$ cat src/rtl/boot_loader.sv
// Boot-stream loader: parses a word-count header, copies the payload into
// instruction memory byte by byte, then releases the CPU once the XOR checksum matches.
//
// state     | meaning
// ----------+--------------------------------------------------------
// S_HDR_HI  | waiting for high byte of word count
// S_HDR_LO  | waiting for low byte of word count; range check
// S_PAYLOAD | streaming payload bytes into imem, accumulating XOR
// S_CSUM    | waiting for checksum byte
// S_DONE    | image verified, CPU released (sticky until rst)
// S_ERR     | length or checksum failure, CPU held (sticky until rst)
module boot_loader #(
  parameter int DEPTH_WORDS = 256,
  parameter int ADDR_W      = 10
) (
  input  logic              clk,
  input  logic              rst,
  input  logic              in_valid,
  input  logic [7:0]        in_byte,
  output logic              in_ready,
  output logic              imem_we,
  output logic [ADDR_W-1:0] imem_waddr,
  output logic [7:0]        imem_wdata,
  output logic              cpu_rst,
  output logic              done,
  output logic              error,
  output logic [15:0]       word_count
);

  localparam logic [2:0] S_HDR_HI  = 3'd0;
  localparam logic [2:0] S_HDR_LO  = 3'd1;
  localparam logic [2:0] S_PAYLOAD = 3'd2;
  localparam logic [2:0] S_CSUM    = 3'd3;
  localparam logic [2:0] S_DONE    = 3'd4;
  localparam logic [2:0] S_ERR     = 3'd5;

  localparam logic [16:0] DEPTH_N = 17'(DEPTH_WORDS);

  logic [2:0]  state;
  logic [17:0] byte_cnt;
  logic [7:0]  csum;
  logic        accept;
  logic [15:0] hdr_n;
  logic [17:0] last_idx;

  assign accept   = in_valid & in_ready;
  assign hdr_n    = {word_count[15:8], in_byte};
  // Only meaningful while in S_PAYLOAD, where word_count is known to be non-zero.
  assign last_idx = {word_count, 2'b00} - 18'd1;

  assign in_ready = (state == S_HDR_HI) || (state == S_HDR_LO) ||
                    (state == S_PAYLOAD) || (state == S_CSUM);
  assign done     = (state == S_DONE);
  assign error    = (state == S_ERR);
  assign cpu_rst  = (state != S_DONE);

  always_ff @(posedge clk) begin
    if (rst) begin
      state      <= S_HDR_HI;
      word_count <= 16'd0;
      byte_cnt   <= 18'd0;
      csum       <= 8'd0;
      imem_we    <= 1'b0;
      imem_waddr <= '0;
      imem_wdata <= 8'd0;
    end else begin
      imem_we <= 1'b0;
      if (accept) begin
        case (state)
          S_HDR_HI: begin
            word_count[15:8] <= in_byte;
            state            <= S_HDR_LO;
          end
          S_HDR_LO: begin
            word_count[7:0] <= in_byte;
            if ({1'b0, hdr_n} > DEPTH_N)
              state <= S_ERR;
            else if (hdr_n == 16'd0)
              state <= S_CSUM;
            else
              state <= S_PAYLOAD;
          end
          S_PAYLOAD: begin
            // Range check on the header keeps byte_cnt below 4*DEPTH_WORDS here.
            imem_we    <= 1'b1;
            imem_waddr <= byte_cnt[ADDR_W-1:0];
            imem_wdata <= in_byte;
            csum       <= csum ^ in_byte;
            byte_cnt   <= byte_cnt + 18'd1;
            if (byte_cnt == last_idx)
              state <= S_CSUM;
          end
          S_CSUM: begin
            state <= (in_byte == csum) ? S_DONE : S_ERR;
          end
          default: begin
          end
        endcase
      end
    end
  end

endmodule

$ cat config.mk
export PLATFORM = sky130hd
export DESIGN_NAME = boot_loader
export DESIGN_NICKNAME = d
export VERILOG_FILES = /design/src/rtl/boot_loader.sv
export SDC_FILE = /design/constraint.sdc
export NUM_CORES = 1
export LEC_CHECK = 0
export ABC_AREA = 1
export BUFFER_PORTS_ARGS = -buffer_cell sky130_fd_sc_hd__buf_2
export CAP_MARGIN = 20
export CORE_ASPECT_RATIO = 1.5
export CORE_MARGIN = 5
export CORE_UTILIZATION = 57
export DETAILED_ROUTE_END_ITERATION = 12
export GPL_TIMING_DRIVEN = 0
export PLACE_DENSITY = 0.8
export SYNTH_ARGS = -nofsm -noshare
export SYNTH_HDL_FRONTEND = slang
export SYNTH_SLANG_ARGS = --single-unit
export TNS_END_PERCENT = 30
$ cat constraint.sdc
create_clock -name clk -period 2.1 [get_ports clk]
set_clock_uncertainty 0.15 [all_clocks]
set_input_delay 0.105 -clock clk [delete_from_list [all_inputs] [get_ports clk]]
set_output_delay 0.105 -clock clk [all_outputs]
set_load 0.01 [all_outputs]
==> tab_implementation.tex, run 1 <==
\begin{tabular}{lr}
\hline
Metric & Value \\
\hline
\multicolumn{2}{l}{\textbf{Synthesis}} \\
Async set or reset register ratio after synthesis & 0 \\
EDFF count, synth & 0 \\
Cell area after synthesis & 3288 µm² \\
Syn Nets & around 500 \\
Post-synthesis sequential element count & between 60 and 70 \\
Mean Syn Cell Area & 6.952 µm² \\
Count of unique library cells instantiated by Yosys & 34 \\
Number of standard cells after synthesis & 473 \\
Most used flip-flop cell after synthesis & sky130\_fd\_sc\_hd\_\_dfxtp\_1 \\
Portion of the post-synthesis area used by sequential elements & 0.3896 \\
Number of warnings printed during yosys synthesis & 0 \\
\multicolumn{2}{l}{\textbf{Setup path}} \\
Required @ worst endpoint & 2170 ps \\
Capture point of the worst reg-to-reg path & state[1] \\
Worst setup path start & word\_count[0] \\
Data arrival, critical path & 2090 ps \\
Type of element launching the critical path & register \\
Timing endpoint of the critical path & state[1] \\
Number of cells on the worst reg-to-reg path & 13 \\
Reg2reg setup slack & 80 ps \\
Startpoint of the lowest-slack register-to-register path & word\_count[0] \\
Highest fanout seen on the critical path & 6 \\
Kind of end point of the critical path & register \\
Category of the most critical setup path & register to register \\
\multicolumn{2}{l}{\textbf{Global route}} \\
Number of global-route vias before repair & 3,228 \\
Initial antenna violation count & 0 \\
Aggregate global-route resource usage & 0.2518 \\
First-pass GRT wire length & 14,470 µm \\
Remaining global-route overflow & 0 \\
Largest net degree at the start of global routing & 11 \\
\multicolumn{2}{l}{\textbf{STA}} \\
Final hold viol count & 0 \\
Final count of negative-setup-slack endpoints & 0 \\
Tightest hold margin & 25.41 ps \\
Slew at the pin closest to its max-slew limit & 557.3 ps \\
Total negative slack for setup checks & 0 ps \\
Setup repair after global routing missed its margin & true \\
Total count of max-transition violations in the final report & 0 \\
Final cycle utilization of the critical path & 0.9618 \\
Slew HR & 0.6285 \\
Shortest period the worst path allows & between 2000 and 2500 ps \\
Highest clock frequency the design can meet & 495.1 MHz \\
\multicolumn{2}{l}{\textbf{Cells and area}} \\
Most common cell after layout, fill and taps aside & sky130\_fd\_sc\_hd\_\_nand2\_1 \\
Share of final-layout standard cells stronger than drive strength 1 & 0.2143 \\
Layout Nets & 555 \\
Final Cell Area & about 4000 µm² \\
Final antenna diode count & 0 \\
Most used cells in the layout excluding fill and tap cells & sky130\_fd\_sc\_hd\_\_nand2\_1, sky130\_fd\_sc\_hd\_\_nor2\_1, sky130\_fd\_sc\_hd\_\_dfxtp\_1 \\
Share of the core filled with cells & 0.7030 \\
Layout-stage area growth over the synthesis result & 21.88\% \\
\multicolumn{2}{l}{\textbf{Placed design}} \\
Count of port buffers added during placement & 48 \\
Post-detailed-placement half-perimeter wirelength & 6658 µm \\
Placed cell areas & 3618 µm² \\
Final RePlAce weighted congestion & 0.9155 \\
\multicolumn{2}{l}{\textbf{Clocking}} \\
Clock slew at the register clock pins of the worst setup and hold paths & 70 ps \\
Clock tree from TritonCTS & built \\
Worst skew pair latency & 340 ps \\
Clk root buf & sky130\_fd\_sc\_hd\_\_clkbuf\_8 \\
CTS buffer count & 9 \\
Depth of the CTS H-tree & 3 \\
Maximum count of clock buffers along a single path & 2 \\
Count of clock tree sinks & 64 \\
\multicolumn{2}{l}{\textbf{Floorplan}} \\
Initial Utilization & 0.5768 \\
Die boundary height & 103.0 µm \\
Std cell rows & 34 \\
Full die area & 7419 µm² \\
Core region area & 5700 µm² \\
Die Span X & 72.02 µm \\
Number of top-level pins & 50 \\
\multicolumn{2}{l}{\textbf{Pwr}} \\
Max IR drop VDD & $\sim$840 µV \\
Overall Power & 3.245 mW \\
PwrDens & approximately 800 nW/µm² \\
Static leakage & 1.830 nW \\
\multicolumn{2}{l}{\textbf{Job}} \\
Max-cap check violation count & 0 \\
\multicolumn{2}{l}{\textbf{Status}} \\
Run status & finished, final reports clean \\
\multicolumn{2}{l}{\textbf{Drt}} \\
Final antenna-violating net count & 0 \\
Routed WL & 9051 µm \\
1st-iter DRT viols & around 160 \\
Total vias in the final route & 3,374 \\
Via-to-Cell Ratio & 5.460 \\
Wire per inst & 14.65 µm \\
Detailed-routing iteration count for the pre-antenna-repair pass & 4 \\
DRC violation count after routing & 0 \\
\multicolumn{2}{l}{\textbf{Min path}} \\
Worst min path class & input port to register \\
Hold path depth & 4 \\
\hline
\end{tabular}
## cell usage after synthesis (all sizes together) (2+ instances only)
| library cell | number | area share |
|---|---|---|
| a211oi | 5 | 0.013 |
| nand4 | 6 | 0.011 |
| nand3 | 25 | 0.045 |
| ha | 2 | 0.0076 |
| dfxtp | 64 | 0.39 |
| o21bai | 2 | 0.0057 |
| clkbuf | 13 | 0.015 |
| nor3 | 8 | 0.017 |
| a21oi | 38 | 0.058 |
| nand2 | 93 | 0.11 |
| inv | 47 | 0.054 |
| nor2 | 89 | 0.12 |
| xor2 | 10 | 0.027 |
| clkinv | 2 | 0.0023 |
| xnor2 | 10 | 0.027 |
| nand3b | 4 | 0.0091 |
| nor4 | 2 | 0.0076 |
| o21ai | 48 | 0.073 |
## critical path, cell delays in order (launching register included)
cell and delay [ps]:
sky130_fd_sc_hd__dfxtp_4 360, sky130_fd_sc_hd__inv_4 70, sky130_fd_sc_hd__ha_4 150, sky130_fd_sc_hd__nand3_4 90
sky130_fd_sc_hd__nor2_4 200, sky130_fd_sc_hd__nand3_2 80, sky130_fd_sc_hd__nand2_1 70, sky130_fd_sc_hd__nand2_1 50
sky130_fd_sc_hd__nor2_1 110, sky130_fd_sc_hd__nand3_1 140, sky130_fd_sc_hd__o21bai_2 210, sky130_fd_sc_hd__nand3_2 90
sky130_fd_sc_hd__nand2_1 80, sky130_fd_sc_hd__nor2_1 40
## per-stage QoR
step	std cells	worst slack, ps
CTS	616	43.15
floorplan	473	240.8
finish	618	80.13
global route	618	-45.39
global placement	593	-59.57
detailed placement	593	-100.3
## kinds of logic (layout without fill, tap and decap cells)
logic type,Yosys count,after routing,synth area share
AND/OR/NAND/NOR,229,229,0.3234
AO/OA/AOI/OAI,95,95,0.1541
flip-flops,64,64,0.3897
buffers and inverters,63,136,0.07192
XOR/XNOR,20,20,0.05327
adder cells (fa/ha/maj),2,2,0.007609
## layer usage
metal / vias up / wire length, µm / track usage
li1: 1672 / - / -
met1: 1555 / 3467 / 0.2693
met2: 124 / 4800 / 0.4780
met3: 23 / 503 / 0.04000
met4: 0 / 280 / 0.1143
met5: - / 0 / 0
## timing repair
item,CTS,global route
endpoints found under the hold margin,13,0
pin swaps,1,9
gates resized for setup,5,23
hold buffers,8,0
endpoints found under the setup margin,3,4
setup buffers,0,2
## state kept, by name, indices dropped and copies added, names as in the netlist
signal	cells
state	3
imem_we	1
word_count	16
byte_cnt	18
imem_waddr	10
imem_wdata	8
csum	8
## how the worst min path moves through the flow
stage / start / to / slack, ps
after floorplan: in_byte[0] / imem_wdata[0] / 90
after global placement: in_byte[7] / imem_wdata[7] / 290
after detailed placement: in_byte[7] / imem_wdata[7] / 290
after CTS: in_valid / state[0] / 10
after global routing: in_valid / state[0] / 50
final: in_valid / state[0] / 30
## where the power goes
group          switching [mW]  leakage (nW)  internal, mW  total [mW]
combinational           0.533          1.21         0.310       0.844
clock                   0.448        0.0989         0.568        1.02
sequential             0.0879         0.523          1.30        1.39
total                    1.07          1.83          2.18        3.24
## cell type report
cell class / count / area [µm²]
sequential: 64 / 1290
clock inverter: 4 / 45.04
tap: 72 / 90.09
inverter: 49 / 188.9
timing repair buffer: 58 / 335.3
multi-input combinational: 346 / 1864
buffer: 14 / 52.55
clock buffer: 11 / 141.4
fill: 485 / 1693
No activity file was read; power rests on OpenSTA's default activity.
==> inputs of run 2 (changes only) <==
--- a/config.mk
+++ b/config.mk
@@ -14,6 +14,7 @@
 export DETAILED_ROUTE_END_ITERATION = 12
 export GPL_TIMING_DRIVEN = 0
 export PLACE_DENSITY = 0.8
+export SETUP_SLACK_MARGIN = 0.3
 export SYNTH_ARGS = -nofsm -noshare
 export SYNTH_HDL_FRONTEND = slang
 export SYNTH_SLANG_ARGS = --single-unit
==> run 2 against run 1 <==
Effect of this change:
- design area grew 4.3%
- final cell count increased by 1.8%
- via count up 3.3%
- fmax up 2.8%
- worst hold slack improved by 47 ps
- critical path depth is 1 lower
- combinational power is 5.2% higher
- sequential share of layout area fell by 1.2 points
- clock power rose by 26%
- critical path type unchanged
- critical endpoint is now state[0]
==> tab_implementation.tex, run 2 (same netlist as run 1, synthesis figures left out) <==
\begin{tabular}{lr}
\hline
Metric & Value \\
\hline
\multicolumn{2}{l}{\textbf{Status}} \\
Run status & finished, final reports clean \\
\multicolumn{2}{l}{\textbf{Floorplan}} \\
Full die area & 7419 µm² (unchanged) \\
Std cell rows & 34 (unchanged) \\
Die Span X & 72.02 µm (unchanged) \\
Die boundary height & 103.0 µm (unchanged) \\
Number of top-level pins & 50 (unchanged) \\
Initial Utilization & 0.5768 (unchanged) \\
Core region area & 5700 µm² (unchanged) \\
\multicolumn{2}{l}{\textbf{Clocking}} \\
Clock slew at the register clock pins of the worst setup and hold paths & 70 ps (about the same) \\
Worst skew pair latency & 350 ps (about the same) \\
Maximum count of clock buffers along a single path & 2 (unchanged) \\
Clock tree from TritonCTS & built \\
CTS buffer count & 9 (unchanged) \\
Clk root buf & sky130\_fd\_sc\_hd\_\_clkbuf\_8 \\
Count of clock tree sinks & 64 (unchanged) \\
Depth of the CTS H-tree & 3 (unchanged) \\
\multicolumn{2}{l}{\textbf{STA}} \\
Final count of negative-setup-slack endpoints & 0 (unchanged) \\
Total negative slack for setup checks & 0 ps (unchanged) \\
Shortest period the worst path allows & 1966 ps (-54.18 ps) \\
Setup repair after global routing missed its margin & true \\
Slew at the pin closest to its max-slew limit & 525.5 ps (-31.81 ps) \\
Final setup margin & 134.3 ps (+54.18 ps) \\
Final cycle utilization of the critical path & 0.9360 (-0.02580) \\
Tightest hold margin & 72.33 ps (+46.92 ps) \\
Slew HR & 0.6497 (+0.02120) \\
Total count of max-transition violations in the final report & 0 (unchanged) \\
Final hold viol count & 0 (unchanged) \\
Highest clock frequency the design can meet & 508.7 MHz (+2.8\%) \\
\multicolumn{2}{l}{\textbf{Cells and area}} \\
Registers with the most flip-flops & byte\_cnt: 18 flops, word\_count: 16 flops, imem\_waddr: 10 flops \\
Final antenna diode count & 0 (unchanged) \\
Largest Register & byte\_cnt \\
Combined flip-flop and latch cell area & 1297 µm² (+0.58\%) \\
Layout-stage area growth over the synthesis result & 27.17\% \\
Layout Nets & 565 (+1.8\%) \\
Combined area of the multi-input logic cells & 1897 µm² (+1.7\%) \\
Filler cell count in the final layout & 452 (-6.8\%) \\
Most used cells in the layout excluding fill and tap cells & sky130\_fd\_sc\_hd\_\_nand2\_1, sky130\_fd\_sc\_hd\_\_nor2\_1, sky130\_fd\_sc\_hd\_\_dfxtp\_1 \\
Final Cell Area & 4182 µm² (+4.3\%) \\
Share of the core filled with cells & 0.7335 (+0.03051) \\
Number of flip-flops in the largest register & 18 (unchanged) \\
Most common cell after layout, fill and taps aside & sky130\_fd\_sc\_hd\_\_nand2\_1 \\
Share of final-layout standard cells stronger than drive strength 1 & 0.2442 (+0.02988) \\
\multicolumn{2}{l}{\textbf{Placed design}} \\
Worst slack after detailed placement & 25.10 ps (+125.4 ps) \\
Count of port buffers added during placement & 48 (unchanged) \\
Post-detailed-placement half-perimeter wirelength & 6599 µm (-0.89\%) \\
Placed cell areas & 3633 µm² (+0.41\%) \\
Final RePlAce weighted congestion & 0.9064 (-0.99\%) \\
\multicolumn{2}{l}{\textbf{Job}} \\
Max-cap check violation count & 0 (unchanged) \\
\multicolumn{2}{l}{\textbf{Global route}} \\
Largest net degree at the start of global routing & 13 (+2) \\
Number of global-route vias before repair & 3,355 (+3.9\%) \\
Remaining global-route overflow & 0 (unchanged) \\
First-pass GRT wire length & 15,250 µm (+5.4\%) \\
Aggregate global-route resource usage & 0.2641 (+0.01223) \\
Initial antenna violation count & 0 (unchanged) \\
\multicolumn{2}{l}{\textbf{Drt}} \\
Detailed-routing iteration count for the pre-antenna-repair pass & 5 (+1) \\
Routed WL & 9505 µm (+5.0\%) \\
Final antenna-violating net count & 0 (unchanged) \\
Total vias in the final route & 3,484 (+3.3\%) \\
DRC violation count after routing & 0 (unchanged) \\
1st-iter DRT viols & 178 (+15\%) \\
Wire per inst & 15.11 µm (+3.2\%) \\
Via-to-Cell Ratio & 5.539 (+1.5\%) \\
\multicolumn{2}{l}{\textbf{Setup path}} \\
Category of the most critical setup path & register to register \\
Critical-path cell with the highest stage delay & sky130\_fd\_sc\_hd\_\_dfxtp\_1 \\
Delay contributed by the slowest stage of the critical path & 370 ps (about the same) \\
Required @ worst endpoint & 2220 ps (+50 ps) \\
Type of element launching the critical path & register \\
Highest fanout seen on the critical path & 6 (unchanged) \\
CP Cell Sequence & nor2\_1 > nand2\_1 > nor2\_4 > buf\_4 > nand2\_1 > nand2\_1 > nand2\_1 > nor2\_1 > nand3\_1 > o21bai\_2 > nand3\_1 > a21oi\_1 \\
Data arrival, critical path & 2080 ps (about the same) \\
Kind of end point of the critical path & register \\
Cell mode on critical path & sky130\_fd\_sc\_hd\_\_nand2\_1 \\
\multicolumn{2}{l}{\textbf{Pwr}} \\
Static leakage & 1.954 nW (+6.8\%) \\
Max IR drop VDD & 704.7 µV (-16\%) \\
PwrDens & 853.4 nW/µm² (+5.4\%) \\
\multicolumn{2}{l}{\textbf{Min path}} \\
Worst min path class & input port to register \\
\hline
\end{tabular}
==> run 2: changes by cell type in the layout (fill, tap and decap cells not counted), moves of 4 or more <==
cell / change
sky130_fd_sc_hd__buf_4: +9
sky130_fd_sc_hd__clkbuf_1: -4
sky130_fd_sc_hd__dfxtp_1: -4
sky130_fd_sc_hd__nand2_2: -4
sky130_fd_sc_hd__nand2_4: +4
sky130_fd_sc_hd__nor2_1: -4
==> run 2: per-stage QoR <==
stage	cells	total power, mW
4_1_cts	621	3.518
5_1_grt	629	3.758
6_report	629	3.569
2_1_floorplan	473	1.956
3_3_place_gp	593	2.156
3_5_place_dp	593	2.179
==> run 2: power by group <==
| part | switching, mW | total [mW] | leakage, nW | internal (mW) |
|---|---|---|---|---|
| Clock | 0.504 | 1.29 | 0.119 | 0.789 |
| Combinational | 0.539 | 0.888 | 1.31 | 0.349 |
| Sequential | 0.0896 | 1.39 | 0.525 | 1.30 |
| Total | 1.13 | 3.57 | 1.95 | 2.44 |
==> run 2: area by class of cell <==
cell class / instances / share of cell area
multi-input cells: 346 / 0.4536
flip-flops and latches: 64 / 0.3103
repair buffers: 68 / 0.09874
inverters: 49 / 0.04399
clock buffers: 9 / 0.02962
clock inverters: 7 / 0.02873
well taps: 72 / 0.02154
plain buffers: 14 / 0.01346
==> run 2: timing repair <==
item                                   in CTS  in global routing
hold buffers                                8                  1
resized for setup                          17                 20
endpoints found under the hold margin      13                  1
setup buffers                               4                  7
pin swaps                                   8                  9
setup endpoints to repair                  23                 34
==> run 2: routing by layer <==
| metal | part of all wire | up-vias | GRT usage |
|---|---|---|---|
| li1 | - | 1704 | - |
| met1 | 0.38 | 1615 | 0.2858 |
| met2 | 0.53 | 129 | 0.4738 |
| met3 | 0.057 | 36 | 0.05756 |
| met4 | 0.038 | 0 | 0.1447 |
| met5 | 0 | - | 0 |
==> run 2: critical path, delay by kind of cell, from the launching register on <==
kind | cells | cell delay [ps]
AOI/OAI and AO/OA | 2 | 350
buffers and inverters | 1 | 140
and+or+nand+nor | 9 | 860
DFF | 1 | 370
==> run 2: final timing paths <==
kind / startpoint / cells after the start / to / slack (ps)
worst min register to register: imem_waddr[2] / 2 / imem_waddr[2] / 320
worst min-delay path: in_valid / 5 / state[1] / 70
worst max register to register: word_count[6] / 12 / state[0] / 130
worst max-delay path: word_count[6] / 12 / state[0] / 130
==> inputs of run 3 (changes only) <==
--- a/config.mk
+++ b/config.mk
@@ -11,10 +11,13 @@
 export CORE_ASPECT_RATIO = 1.5
 export CORE_MARGIN = 5
 export CORE_UTILIZATION = 57
+export CTS_CLUSTER_SIZE = 12
 export DETAILED_ROUTE_END_ITERATION = 12
 export GPL_TIMING_DRIVEN = 0
 export PLACE_DENSITY = 0.8
+export RECOVER_POWER = 50
 export SETUP_SLACK_MARGIN = 0.3
+export SKIP_CTS_REPAIR_TIMING = 1
 export SYNTH_ARGS = -nofsm -noshare
 export SYNTH_HDL_FRONTEND = slang
 export SYNTH_SLANG_ARGS = --single-unit
==> run 3 against run 2 <==
Effect of this change:
- non-clock buffer count decreased by 8
- count of clock-buffer cells in the layout is the same
- global-route usage decreased by 1.1 points
- final cell count fell by 1.3%
- sequential power about the same
- worst setup slack got worse by 31 ps
- die area is the same
- utilization fell by 1.9 points
- total power is 1.1% lower
- sequential cell count did not move
- critical endpoint is now state[1]
- critical path depth grew 1
==> tab_implementation.tex, run 3 (same netlist as run 1, synthesis figures left out) <==
\begin{tabular}{lr}
\hline
Metric & Value \\
\hline
\multicolumn{2}{l}{\textbf{Pwr}} \\
Proportion of power drawn by flip-flops and latches & 0.393 (+0.004) \\
Max IR drop VDD & 701.8 µV (-0.42\%) \\
Overall Power & 3.530 mW (-1.1\%) \\
Internal power & 2.415 mW (-0.88\%) \\
Part of the total power dissipated in combinational logic & 0.243 (-0.006) \\
Net switching component of the power & 1.115 mW (-1.5\%) \\
Static leakage & 1.845 nW (-5.6\%) \\
Switching share of total power & 0.3157 (-0.001397) \\
Clock network fraction of design power & 0.364 (+0.002) \\
PwrDens & 867.0 nW/µm² (+1.6\%) \\
\multicolumn{2}{l}{\textbf{Drt}} \\
1st-iter DRT viols & 200 (+12\%) \\
Detailed-routing iteration count for the pre-antenna-repair pass & 5 (unchanged) \\
Via-to-Cell Ratio & 5.454 (-1.5\%) \\
DRC violation count after routing & 0 (unchanged) \\
Wire per inst & 14.70 µm (-2.7\%) \\
Routed WL & 9129 µm (-4.0\%) \\
Final antenna-violating net count & 0 (unchanged) \\
Total vias in the final route & 3,387 (-2.8\%) \\
\multicolumn{2}{l}{\textbf{Job}} \\
Max-cap check violation count & 0 (unchanged) \\
\multicolumn{2}{l}{\textbf{Setup path}} \\
CP bufs+invs & 1 (unchanged) \\
Worst setup path start & word\_count[6] \\
Data arrival, critical path & 2090 ps (about the same) \\
Cell type group with the largest total delay on the critical path & simple AND/OR/NAND/NOR gates \\
Startpoint of the lowest-slack register-to-register path & word\_count[6] \\
Reg2reg setup slack & 100 ps (-30 ps) \\
Number of cells on the worst reg-to-reg path & 13 (+1) \\
Required @ worst endpoint & 2190 ps (-30 ps) \\
Capture point of the worst reg-to-reg path & state[1] \\
Delay contributed by the slowest stage of the critical path & 380 ps (about the same) \\
Category of the most critical setup path & register to register \\
Cell mode on critical path & sky130\_fd\_sc\_hd\_\_nand2\_1 \\
Type of element launching the critical path & register \\
Critical-path cell with the highest stage delay & sky130\_fd\_sc\_hd\_\_dfxtp\_1 \\
Kind of end point of the critical path & register \\
CP Cell Sequence & nor2\_1 > nand2\_1 > nor2\_4 > buf\_4 > nand2\_1 > nand2\_1 > nand2\_1 > nor2\_1 > nand3\_1 > o21bai\_2 > nand3\_2 > nand2\_2 > nor2\_2 \\
Highest fanout seen on the critical path & 7 (+1) \\
\multicolumn{2}{l}{\textbf{STA}} \\
Tightest hold margin & 9.762 ps (-62.57 ps) \\
Slew at the pin closest to its max-slew limit & 498.5 ps (-27.01 ps) \\
Slew HR & 0.6677 (+0.01801) \\
Final count of negative-setup-slack endpoints & 0 (unchanged) \\
Total negative slack for setup checks & 0 ps (unchanged) \\
Total count of max-transition violations in the final report & 0 (unchanged) \\
Final cycle utilization of the critical path & 0.9509 (+0.01490) \\
Highest clock frequency the design can meet & 500.8 MHz (-1.6\%) \\
Final hold viol count & 0 (unchanged) \\
Shortest period the worst path allows & 1997 ps (+31.28 ps) \\
Setup repair after global routing missed its margin & true \\
\multicolumn{2}{l}{\textbf{Placed design}} \\
Post-detailed-placement half-perimeter wirelength & 6599 µm (unchanged) \\
Number of placed cells counting well taps & 593 (unchanged) \\
Count of port buffers added during placement & 48 (unchanged) \\
Final RePlAce weighted congestion & 0.9064 (unchanged) \\
\multicolumn{2}{l}{\textbf{Cells and area}} \\
Share of final-layout standard cells stronger than drive strength 1 & 0.2240 (-0.02012) \\
Number of flip-flops in the largest register & 18 (unchanged) \\
Share of the core filled with cells & 0.7142 (-0.01931) \\
Most common cell after layout, fill and taps aside & sky130\_fd\_sc\_hd\_\_nand2\_1 \\
Number of standard cells in the layout, taps in and fillers out & 621 (-1.3\%) \\
Registers with the most flip-flops & byte\_cnt: 18 flops, word\_count: 16 flops, imem\_waddr: 10 flops \\
Most used cells in the layout excluding fill and tap cells & sky130\_fd\_sc\_hd\_\_nand2\_1, sky130\_fd\_sc\_hd\_\_nor2\_1, sky130\_fd\_sc\_hd\_\_dfxtp\_1 \\
Layout Nets & 557 (-1.4\%) \\
Largest Register & byte\_cnt \\
Final antenna diode count & 0 (unchanged) \\
Layout-stage area growth over the synthesis result & 23.82\% \\
Filler cell count in the final layout & 466 (+3.1\%) \\
\multicolumn{2}{l}{\textbf{Global route}} \\
Initial antenna violation count & 0 (unchanged) \\
Aggregate global-route resource usage & 0.2535 (-0.01055) \\
First-pass GRT wire length & 14,630 µm (-4.1\%) \\
Number of global-route vias before repair & 3,251 (-3.1\%) \\
Largest net degree at the start of global routing & 13 (unchanged) \\
Remaining global-route overflow & 0 (unchanged) \\
\multicolumn{2}{l}{\textbf{Floorplan}} \\
Die Span X & 72.02 µm (unchanged) \\
Number of top-level pins & 50 (unchanged) \\
Core region area & 5700 µm² (unchanged) \\
Full die area & 7419 µm² (unchanged) \\
Die boundary height & 103.0 µm (unchanged) \\
Std cell rows & 34 (unchanged) \\
Initial Utilization & 0.5768 (unchanged) \\
\multicolumn{2}{l}{\textbf{Min path}} \\
Worst min path class & input port to register \\
Terminating pin of the worst hold path & imem\_wdata[5] \\
Launch point of the worst hold path & in\_byte[5] \\
Hold path depth & 3 (-2) \\
\multicolumn{2}{l}{\textbf{Clocking}} \\
Worst skew pair latency & 350 ps (about the same) \\
Count of clock tree sinks & 64 (unchanged) \\
Maximum count of clock buffers along a single path & 2 (unchanged) \\
Depth of the CTS H-tree & 3 (unchanged) \\
Clock tree from TritonCTS & built \\
CTS buffer count & 9 (unchanged) \\
Clock slew at the register clock pins of the worst setup and hold paths & 80 ps (about the same) \\
Clk root buf & sky130\_fd\_sc\_hd\_\_clkbuf\_8 \\
\multicolumn{2}{l}{\textbf{Status}} \\
Run status & finished, final reports clean \\
\hline
\end{tabular}
==> run 3: cell count changes in the layout (fill, tap and decap cells not counted), moves of 4 or more <==
cell / before / now
sky130_fd_sc_hd__buf_4: 11 / 5
sky130_fd_sc_hd__nand2_2: 4 / 10
sky130_fd_sc_hd__buf_2: 48 / 43
sky130_fd_sc_hd__dfxtp_1: 55 / 60
sky130_fd_sc_hd__clkbuf_1: 10 / 14
sky130_fd_sc_hd__dfxtp_2: 7 / 3
sky130_fd_sc_hd__nand2_4: 4 / 0
==> run 3: how the worst max path moves through the flow <==
stage / endpoint / cells after the start
3_5_place_dp: state[1] / 12
6_report: state[1] / 13
4_1_cts: state[1] / 12
3_3_place_gp: state[1] / 13
5_1_grt: state[2] / 13
2_1_floorplan: state[1] / 12
==> run 3: tightest hold or removal path, delay by kind of cell <==
kind	cells	cell delay, ps
buffers and inverters	1	150
AND/OR/NAND/NOR	2	200
==> run 3: through the flow <==
stage | setup WS (ps) | area, µm²
2_1_floorplan | 303.2 | 3303
3_3_place_gp | 82.21 | 3633
3_5_place_dp | 25.10 | 3633
4_1_cts | 16.80 | 3877
5_1_grt | -10.06 | 4071
6_report | 103.0 | 4071
==> run 3: power by group through the flow <==
stage	clock network, mW	registers (mW)	logic [mW]
after floorplan	0	1.42	0.540
after global placement	0	1.40	0.756
after detailed placement	0	1.40	0.776
after CTS	1.30	1.38	0.781
after global routing	1.36	1.40	0.966
final	1.29	1.39	0.858
==> run 3: layout make-up <==
cell class | instances | area [µm²] | area share
multi-input cells | 346 | 1861 | 0.4570
flip-flops and latches | 64 | 1289 | 0.3165
repair buffers | 60 | 341.6 | 0.08390
inverters | 49 | 186.4 | 0.04579
clock buffers | 9 | 123.9 | 0.03042
clock inverters | 7 | 120.1 | 0.02950
well taps | 72 | 90.09 | 0.02213
plain buffers | 14 | 60.06 | 0.01475
==> run 3: layer usage <==
layer | vias to the layer above | GRT usage | routed length (µm)
li1 | 1681 | - | -
met1 | 1549 | 0.2816 | 3574
met2 | 129 | 0.4540 | 4810
met3 | 28 | 0.04976 | 477
met4 | 0 | 0.1317 | 266
met5 | - | 0 | 0
